### config.mk
export PLATFORM = sky130hd
export DESIGN_NAME = pc_fetch_ctrl
export DESIGN_NICKNAME = d
export VERILOG_FILES = /design/src/rtl/pc_fetch_ctrl.sv
export SDC_FILE = /design/constraint.sdc
export NUM_CORES = 1
export LEC_CHECK = 0
export ABC_AREA = 1
export CORE_MARGIN = 10
export CORE_UTILIZATION = 45
export DETAILED_ROUTE_END_ITERATION = 10
export PLACE_DENSITY = 0.87
export SYNTH_ARGS = -nofsm -noshare
export SYNTH_HDL_FRONTEND = slang
export SYNTH_SLANG_ARGS = --single-unit
### constraint.sdc
create_clock -name clk -period 8.8 [get_ports clk]
set_input_delay 1.76 -clock clk [delete_from_list [all_inputs] [get_ports clk]]
set_output_delay 1.76 -clock clk [all_outputs]
set_load 0.005 [all_outputs]
### src/rtl/pc_fetch_ctrl.sv
// Instruction-fetch sequencer: owns the PC, drives pc_rom and registers each word into a valid/ready stage.
// Optional misaligned-redirect trap enabled by defining FETCH_ALIGN_CHECK_EN.
module pc_fetch_ctrl #(
  parameter logic [31:0] RESET_PC  = 32'h0000_0000,
  parameter int          ROM_WORDS = 256
) (
  input  logic        clk,
  input  logic        rst,
  output logic [31:0] rom_addr,
  input  logic [31:0] rom_rd,
  input  logic        redirect_valid,
  input  logic [31:0] redirect_pc,
  input  logic        halt,
  output logic        inst_valid,
  input  logic        inst_ready,
  output logic [31:0] inst,
  output logic [31:0] inst_pc,
  output logic        fetch_err
);

  typedef enum logic [1:0] {
    ST_FETCH  = 2'd0,
    ST_HALTED = 2'd1
`ifdef FETCH_ALIGN_CHECK_EN
    , ST_ERROR = 2'd2
`endif
  } state_t;

  localparam logic [31:0] LAST_PC = RESET_PC + 32'((ROM_WORDS - 1) * 4);

  state_t      state_q, state_d;
  logic [31:0] pc_q, pc_d;
  logic [31:0] inst_q, inst_d;
  logic [31:0] inst_pc_q, inst_pc_d;
  logic        valid_q, valid_d;
  logic [31:0] next_pc;
  logic        cap;

  assign next_pc = (pc_q == LAST_PC) ? RESET_PC : pc_q + 32'd4;
  assign cap     = (state_q == ST_FETCH) && !halt && (!valid_q || inst_ready);

`ifdef FETCH_ALIGN_CHECK_EN
  logic err_q, err_d;
  logic redir_take;
  // Redirects are ignored once trapped; only reset leaves ERROR.
  assign redir_take = redirect_valid && (state_q != ST_ERROR);
`else
  logic redir_take;
  assign redir_take = redirect_valid;
`endif

  always_comb begin
    state_d   = state_q;
    pc_d      = pc_q;
    inst_d    = inst_q;
    inst_pc_d = inst_pc_q;
    valid_d   = valid_q;
`ifdef FETCH_ALIGN_CHECK_EN
    err_d     = err_q;
`endif

    if (state_q == ST_FETCH && halt) begin
      state_d = ST_HALTED;
    end else if (state_q == ST_HALTED && !halt) begin
      state_d = ST_FETCH;
    end

    if (redir_take) begin
      valid_d = 1'b0;
`ifdef FETCH_ALIGN_CHECK_EN
      if (redirect_pc[1:0] != 2'b00) begin
        state_d = ST_ERROR;
        err_d   = 1'b1;
      end else begin
        pc_d    = redirect_pc;
        state_d = halt ? ST_HALTED : ST_FETCH;
      end
`else
      pc_d    = redirect_pc & ~32'h3;
      state_d = halt ? ST_HALTED : ST_FETCH;
`endif
    end else if (cap) begin
      inst_d    = rom_rd;
      inst_pc_d = pc_q;
      valid_d   = 1'b1;
      pc_d      = next_pc;
    end else if (valid_q && inst_ready) begin
      valid_d = 1'b0;
    end
  end

  always_ff @(posedge clk or posedge rst) begin
    if (rst) begin
      state_q   <= ST_FETCH;
      pc_q      <= RESET_PC;
      inst_q    <= 32'd0;
      inst_pc_q <= 32'd0;
      valid_q   <= 1'b0;
    end else begin
      state_q   <= state_d;
      pc_q      <= pc_d;
      inst_q    <= inst_d;
      inst_pc_q <= inst_pc_d;
      valid_q   <= valid_d;
    end
  end

`ifdef FETCH_ALIGN_CHECK_EN
  always_ff @(posedge clk or posedge rst) begin
    if (rst) err_q <= 1'b0;
    else     err_q <= err_d;
  end
  assign fetch_err = err_q;
`else
  assign fetch_err = 1'b0;
`endif

  assign rom_addr   = pc_q;
  assign inst_valid = valid_q;
  assign inst       = inst_q;
  assign inst_pc    = inst_pc_q;

endmodule
* Word-level counts from Yosys, hierarchy flattened
Index checks and enable logic that the tools add are counted.
** Cells by class
- Add/subtract/negate cells :: 1
- Eq/ne operators :: 2
- Mux-type cells :: 10
- Bitwise operators :: 1
- Reduce and logical (&&, ||, !) cells :: 13
** Operators by type and width (number)
- 32-bit 2-to-1 mux :: 3
- 32-bit by 3-bit adder with 32-bit output (second input constant) :: 1
- 32-bit by 10-bit equality test with 1-bit output (second input constant) :: 1
- 2-bit 2-to-1 mux :: 3
- 3-bit nonzero test :: 2
- 1-bit logical AND :: 5
- 1-bit 2-to-1 mux :: 4
- 2-bit by 1-bit equality test with 1-bit output (second input constant) :: 1
- 1-bit zero test :: 2
- 2-bit zero test :: 1
- 2-bit AND reduction :: 1
- 2-bit nonzero test :: 1
- 1-bit logical OR :: 1
- 1-bit inverter :: 1
** Word-level totals
- Flip-flop bits (word level) :: 99
- Input port bits :: 69
- Word-level logic and storage cells :: 32

* Depth between registers and ports, before layout
Gate-level depths: netlist (run 1).
- Depth after elaboration :: 5
- Gate-level depth with buffers :: 9
- Gate-level depth less buffers :: 9

* Worst setup path before layout (run 1)
Ideal clock, no wire load.
- Kind :: in2reg
- Start point :: input halt
- End point :: register inst_q[0], in the netlist inst[0]
- Setup time :: 125 ps
- Data arrival time :: 2655 ps
- Slack :: 6020 ps
- Stages on the path :: 5
- Path buffers :: 1
- Cells stage by stage :: nor2_1 nand2_1 nor2_4 buf_4 mux2_2
** Between the ends
- Cells in the longest elaborated chain, start to end :: 4
** Ends and longest elaborated chain
- start, declared :: RTL line 13 : input logic halt,
- 1-bit zero test :: RTL line 40 : assign cap = (state_q == ST_FETCH) && !halt && (!valid_q || inst_ready);
- 1-bit logical AND (2 in a row) :: RTL line 40
- 2-bit AND reduction (no line)
- end signal, assigned :: RTL line 102 : inst_q <= inst_d;
- end, declared :: RTL line 33 : logic [31:0] inst_q, inst_d;
No other way between the ends.
A chain may end at the register's enable or synchronous reset.

* Worst setup path after layout (run 1)
- Start point :: input redirect_valid
- End point :: register inst_q[3], in the netlist inst[3]
** Between the ends
- Cells in the longest elaborated chain, start to end :: 2
** Ends and longest elaborated chain
- start, declared :: RTL line 11 : input logic redirect_valid,
- 1-bit inverter (no line)
- 2-bit AND reduction (no line)
No other way between the ends.

==> results_dict.tcl, run 1 <==
set metrics [dict create \
    status "completed" \
    start_kind "primary input" \
    fin_crit_sh 0.448 \
    fin_crit_ps 3940 \
    first_global_vias 4482 \
    syn_inst 556 \
    power_mw 1.27 \
    gp_congestion 0.943 \
    ios 167 \
    cpMaxStageDelayCell "nor2_4" \
    drt-wirelength-per-cell_um 16.9 \
    syn_to_final_growth_pct 38.2 \
    rsz0062_at_grt "false" \
    initial_utilization 0.466 \
    cts_tree "done" \
    cp.buffers_inverters 3 \
    path_max_fanout 44 \
    synth_seq_cells 94 \
    dpl_cell_area_um2 6510 \
    worst_pin_slew_ps 992 \
    cp_top_family "buffers and inverters" \
    via_per_inst 5.11 \
    crit_arrival_ps 4200 \
    slew_viol_final 0 \
    ctsResizeCount 0 \
    holdBufCountCts 0 \
    routed.top_layer "met4" \
    clk_latency_ps 380 \
    final_antenna_net_count 0 \
    syn_area_um2 4860 \
    initialDrtViolationCount 305 \
    synthTopCellsByArea "dfrtp_1 (48%), nand2_1 (12%), mux2_2 (7.7%)" \
    grt_max_degree 57 \
    hold_violations 0 \
    max_cap_violations 0 \
    ctsHtreeMaxLevel 3 \
    cts_root_buffer "clkbuf_8" \
    setup_viol 0 \
    critical-path-max-stage-delay_ps 800 \
    ir_drop_v 0.000117 \
    cts.sinks 94 \
    wl_met1_mm 5.40 \
    nNetsFinal 778 \
    final.setup.tns_ps 0 \
    drive_above_1_share 0.102 \
    clk_pin_slew_worst_paths_ps 90 \
    path_common_cell "buf_4" \
    hold_path.class "flop to flop" \
    criticalPathCategory "primary input to flop" \
    seq_area_frac_synth 0.484 \
    fillCellCount 881 \
    wl_met3_mm 1.71 \
    grt.overflow.total 0 \
    dp_cells 833 \
    critPathCaptureType "flop" \
    die_w_um 124 \
    vias 4336 \
    die_h_um 124 \
    post-route-drc-count 0 \
    cts_buffers 9 \
    track_usage 0.187 \
    synth_cell_types 27 \
    grt_pass1_wl_mm 22.6 \
    rows 37 \
    fin_ws_ps 4860 \
    routed_wl_mm 14.3 \
    fmax_mhz 254 \
    cts.path.max_buffers 2 \
    wl_met2_mm 7.04 \
    dpl_worst_slack_ps 4460 \
    antenna_found_initial 0 \
    dp_hpwl_mm 11.2 \
    avgSynthCellArea_um2 8.74 \
    dieArea_um2 15300 \
    power.density_nw_per_um2 189 \
    fin_skew_ps 7.67 \
    layoutNonFillerInstCount 849 \
    p_leak_nw 2.91 \
    synth_top_cell_area_share 0.484 \
    yosys.area.top_type "dfrtp_1" \
    relSlewSlack 0.337 \
    final_area_um2 6710 \
    dr.pass1.iters 5 \
    num_antenna_cells 0 \
    numPortBuffers 159 \
    fp.coreArea_um2 10400 \
    cp_data_required_time_ps 9060 \
    cp_cell_sequence "clkdlybuf4s50_1, buf_4, nor2_4, buf_4, mux2_2" \
    yosysWarnings 0 \
    post-cts-setup-buffers 0 \
]
layout by cell type (no fill, tap or decap):
master / instances
bufinv_16: 1
nand2_4: 1
nand4_1: 24
inv_6: 1
clkinv_4: 1
inv_4: 1
conb_1: 5
nand3_1: 24
clkdlybuf4s50_1: 159
nor2_1: 52
inv_1: 54
a22o_1: 8
clkbuf_1: 1
inv_2: 1
or2_2: 1
mux2_1: 10
clkinv_2: 2
o211ai_1: 3
nand2_1: 154
a21oi_1: 1
clkbuf_8: 10
o21a_1: 19
xor2_1: 11
nor2_4: 6
dfrtp_1: 94
mux2_2: 33
nand2_2: 5
nor2_2: 5
nor3_1: 1
o21bai_1: 2
ha_1: 1
o21ai_0: 17
buf_4: 5
synth_stat cells:
cell type  instances
nand2_4            1
o21a_1            19
nor2_1            52
dfrtp_1           94
a22o_1             8
o21ai_0           17
xor2_1            11
clkbuf_1           7
nor2_2             5
inv_1             55
nand2_2            5
o211ai_1           3
mux2_2            33
or2_2              1
o21bai_1           2
a21oi_1            1
buf_4             14
inv_2              1
conb_1             1
nor3_1             1
mux2_1            10
nand4_1           24
ha_1               1
buf_2              6
nand2_1          154
nand3_1           24
nor2_4             6
area by class of cell:
class	count	area, um2	share of cell area
clock buffer	11	141	0.0211
multi-input combinational	383	2150	0.320
sequential	94	2350	0.350
tap	136	170	0.0254
clock inverter	5	57.6	0.00858
timing repair buffer	164	1630	0.243
inverter	56	213	0.0317
metal layers:
layer	track usage	vias to the layer above
li1	-	2095
met1	0.216	2075
met2	0.311	150
met3	0.0824	16
met4	0.0525	0
met5	0	-
where the power goes:
group | switching, mW | internal (mW)
clock network | 0.156 | 0.140
registers | 0.0687 | 0.514
logic | 0.151 | 0.240
total | 0.376 | 0.894
flip-flops by register name (all words and copies together), names as in the netlist:
signal / count
inst_valid: 1
rom_addr: 30
inst_pc: 30
state_q: 1
inst: 32
logic make-up (layout without fill, tap and decap cells):
family                     Yosys count  count (layout)  synth area share
and+or+nand+nor                    273             273             0.246
AOI/OAI and AO/OA                   50              50            0.0701
DFF                                 94              94             0.484
xor gates and xnor gates            11              11            0.0198
buffers and inverters               83             236            0.0765
other                                1               5          0.000772
muxes                               43              43            0.0997
adders and majority gates            1               1           0.00258
per-stage QoR:
stage / utilization / hold slack [ps]
6_report: 0.644 / 493
5_1_grt: 0.644 / 511
4_1_cts: 0.644 / 497
3_5_place_dp: 0.625 / 475
3_3_place_gp: 0.625 / 469
2_1_floorplan: - / 472
path summary, 6_finish.rpt:
| path | from | to | slack [ps] | depth (start not counted) |
|---|---|---|---|---|
| worst max-delay path | redirect_valid | inst[3] | 4860 | 5 |
| worst min-delay path | inst_pc[25] | inst_pc[25] | 490 | 1 |
| worst max register to register | state_q[0] | inst[3] | 6350 | 5 |
| worst min register to register | inst_pc[25] | inst_pc[25] | 490 | 1 |
| max in group asynchronous | rst | rom_addr[29] | 5930 | 3 |
| min in group asynchronous | rst | inst_pc[25] | 1750 | 2 |
(Power assumes the default switching activity.)
==> inputs of run 2 (changes only) <==
--- a/config.mk
+++ b/config.mk
@@ -7,9 +7,9 @@
 export LEC_CHECK = 0
 export ABC_AREA = 1
 export CORE_MARGIN = 10
-export CORE_UTILIZATION = 45
+export CORE_UTILIZATION = 41
 export DETAILED_ROUTE_END_ITERATION = 10
-export PLACE_DENSITY = 0.87
+export PLACE_DENSITY = 0.83
 export SYNTH_ARGS = -nofsm -noshare
 export SYNTH_HDL_FRONTEND = slang
 export SYNTH_SLANG_ARGS = --single-unit
==> constraint.sdc (replaced) <==
create_clock -name clk -period 3.5 [get_ports clk]
set_input_delay 0.7 -clock clk [delete_from_list [all_inputs] [get_ports clk]]
set_output_delay 0.7 -clock clk [all_outputs]
set_load 0.005 [all_outputs]
==> results_dict.tcl, run 2 (same netlist as run 1, synthesis figures left out) <==
set metrics [dict create \
    p_leak_nw 2.95 \
    nNetsFinal 779 \
    setup_viol 0 \
    power_frac_seq 0.435 \
    ctsResizeCount 0 \
    ios 167 \
    cts_tree "done" \
    ctsHtreeMaxLevel 3 \
    cp-startpoint "redirect_valid" \
    hold_violations 0 \
    cp_top_family "buffers and inverters" \
    ff2ff_path_depth 5 \
    start_kind "primary input" \
    critPathCaptureType "flop" \
    hold_path.class "flop to flop" \
    via_per_inst 4.99 \
    numPortBuffers 159 \
    gp_congestion 0.875 \
    syn_to_final_growth_pct 40.4 \
    rows 39 \
    critical-path-max-stage-delay_ps 870 \
    grt_pass1_wl_mm 24.1 \
    clk_pin_slew_worst_paths_ps 60 \
    track_usage 0.183 \
    max_cap_violations 0 \
    status "completed" \
    rrSetupSlack_ps 1640 \
    slew_viol_final 0 \
    fillCellCount 1005 \
    fin_util 0.592 \
    fin_crit_ps 2570 \
    largest_register_ffs 32 \
    cp_data_required_time_ps 3740 \
    p_int_mw 2.40 \
    cp.buffers_inverters 5 \
    drive_above_1_share 0.102 \
    power.switching_mw 0.972 \
    dr.pass1.iters 5 \
    clkPwrFrac 0.273 \
    rsz0062_at_grt "false" \
    worst_pin_slew_ps 633 \
    p_comb_frac 0.292 \
    dp_hpwl_mm 11.6 \
    dieArea_um2 16600 \
    cts_buffers 9 \
    ir_drop_v 0.000272 \
    fmax_mhz 389 \
    fp.coreArea_um2 11500 \
    die_h_um 129 \
    cp_cell_sequence "clkdlybuf4s50_1, inv_1, nand2_1, buf_4, inv_2, a22o_1, inv_1, nand2_1" \
    post-cts-setup-buffers 0 \
    clk_latency_ps 350 \
    endpoint "rom_addr[11]" \
    final_common_cell "clkdlybuf4s50_1" \
    holdPathStages 1 \
    final_antenna_net_count 0 \
    criticalPathCategory "primary input to flop" \
    final.setup.tns_ps 0 \
    routed_wl_mm 15.0 \
    r2r_end "inst[7]" \
    post-route-drc-count 0 \
    power.density_nw_per_um2 495 \
    initial_utilization 0.422 \
    fin_worst_hold_slack_ps 483 \
    cts_root_buffer "clkbuf_16" \
    first_global_vias 4505 \
    antenna_found_initial 0 \
    drt-wirelength-per-cell_um 17.5 \
    final_cell_mix "clkdlybuf4s50_1 (159), nand2_1 (154), dfrtp_1 (94)" \
    relSlewSlack 0.577 \
    die_w_um 129 \
    crit_cells 8 \
    holdBufCountCts 0 \
    p_sw_frac 0.288 \
    initialDrtViolationCount 251 \
    cts.path.max_buffers 2 \
    grt.overflow.total 0 \
    cts.sinks 94 \
    cpMaxStageDelayCell "clkdlybuf4s50_1" \
    crit_arrival_ps 2810 \
    power_mw 3.38 \
    grt_max_degree 95 \
    fin_crit_sh 0.735 \
    fin_skew_ps 5.99 \
    num_antenna_cells 0 \
    vias 4273 \
    worstReg2RegStart "state_q[0]" \
    path_max_fanout 48 \
]
## run 2: cell types whose count changed in the layout (fill, tap and decap cells not counted), sizes merged
| cell | before | now |
|---|---|---|
| buf | 5 | 6 |
| bufinv | 1 | 0 |
| clkinvlp | 0 | 1 |
| clkbuf | 11 | 12 |
| clkinv | 3 | 2 |
## run 2: worst min path at each step
stage | from | endpoint | slack (ps)
floorplan | state_q[0] | inst_valid | 470
global placement | inst[21] | inst[21] | 470
detailed placement | inst[19] | inst[19] | 480
CTS | inst[16] | inst[16] | 490
global route | inst[20] | inst[20] | 500
finish | inst[16] | inst[16] | 480
## run 2: power groups by stage
stage          registers (mW)  logic [mW]  clock network, mW
2_1_floorplan            1.47       0.379                  0
3_3_place_gp             1.47       0.979                  0
3_5_place_dp             1.49        1.00                  0
4_1_cts                  1.47        1.01              0.950
5_1_grt                  1.50        1.08              0.986
6_report                 1.47       0.986              0.921
## run 2: cell type report
| cell class | instances | area [um2] | area share |
|---|---|---|---|
| multi-input combinational | 383 | 2150 | 0.315 |
| sequential | 94 | 2350 | 0.345 |
| clock inverter | 4 | 30.0 | 0.00440 |
| inverter | 56 | 213 | 0.0312 |
| timing repair buffer | 165 | 1650 | 0.242 |
| tap | 143 | 179 | 0.0262 |
| clock buffer | 12 | 246 | 0.0362 |
## run 2: per-layer routing
metal  vias to the layer above  GRT usage  wire length (um)
met3                        18     0.0559              1040
li1                       2085          -                 -
met5                         -          0                 0
met4                         0     0.0575               214
met2                       133      0.310              7590
met1                      2037      0.218              6190
## run 2: metrics by stage
| stage | instances | setup WS, ps | area, um2 |
|---|---|---|---|
| 2_1_floorplan | 560 | 351 | 4870 |
| 3_3_place_gp | 841 | 702 | 6540 |
| 3_5_place_dp | 841 | 574 | 6540 |
| 4_1_cts | 857 | 951 | 6820 |
| 5_1_grt | 857 | 737 | 6820 |
| 6_report | 857 | 927 | 6820 |
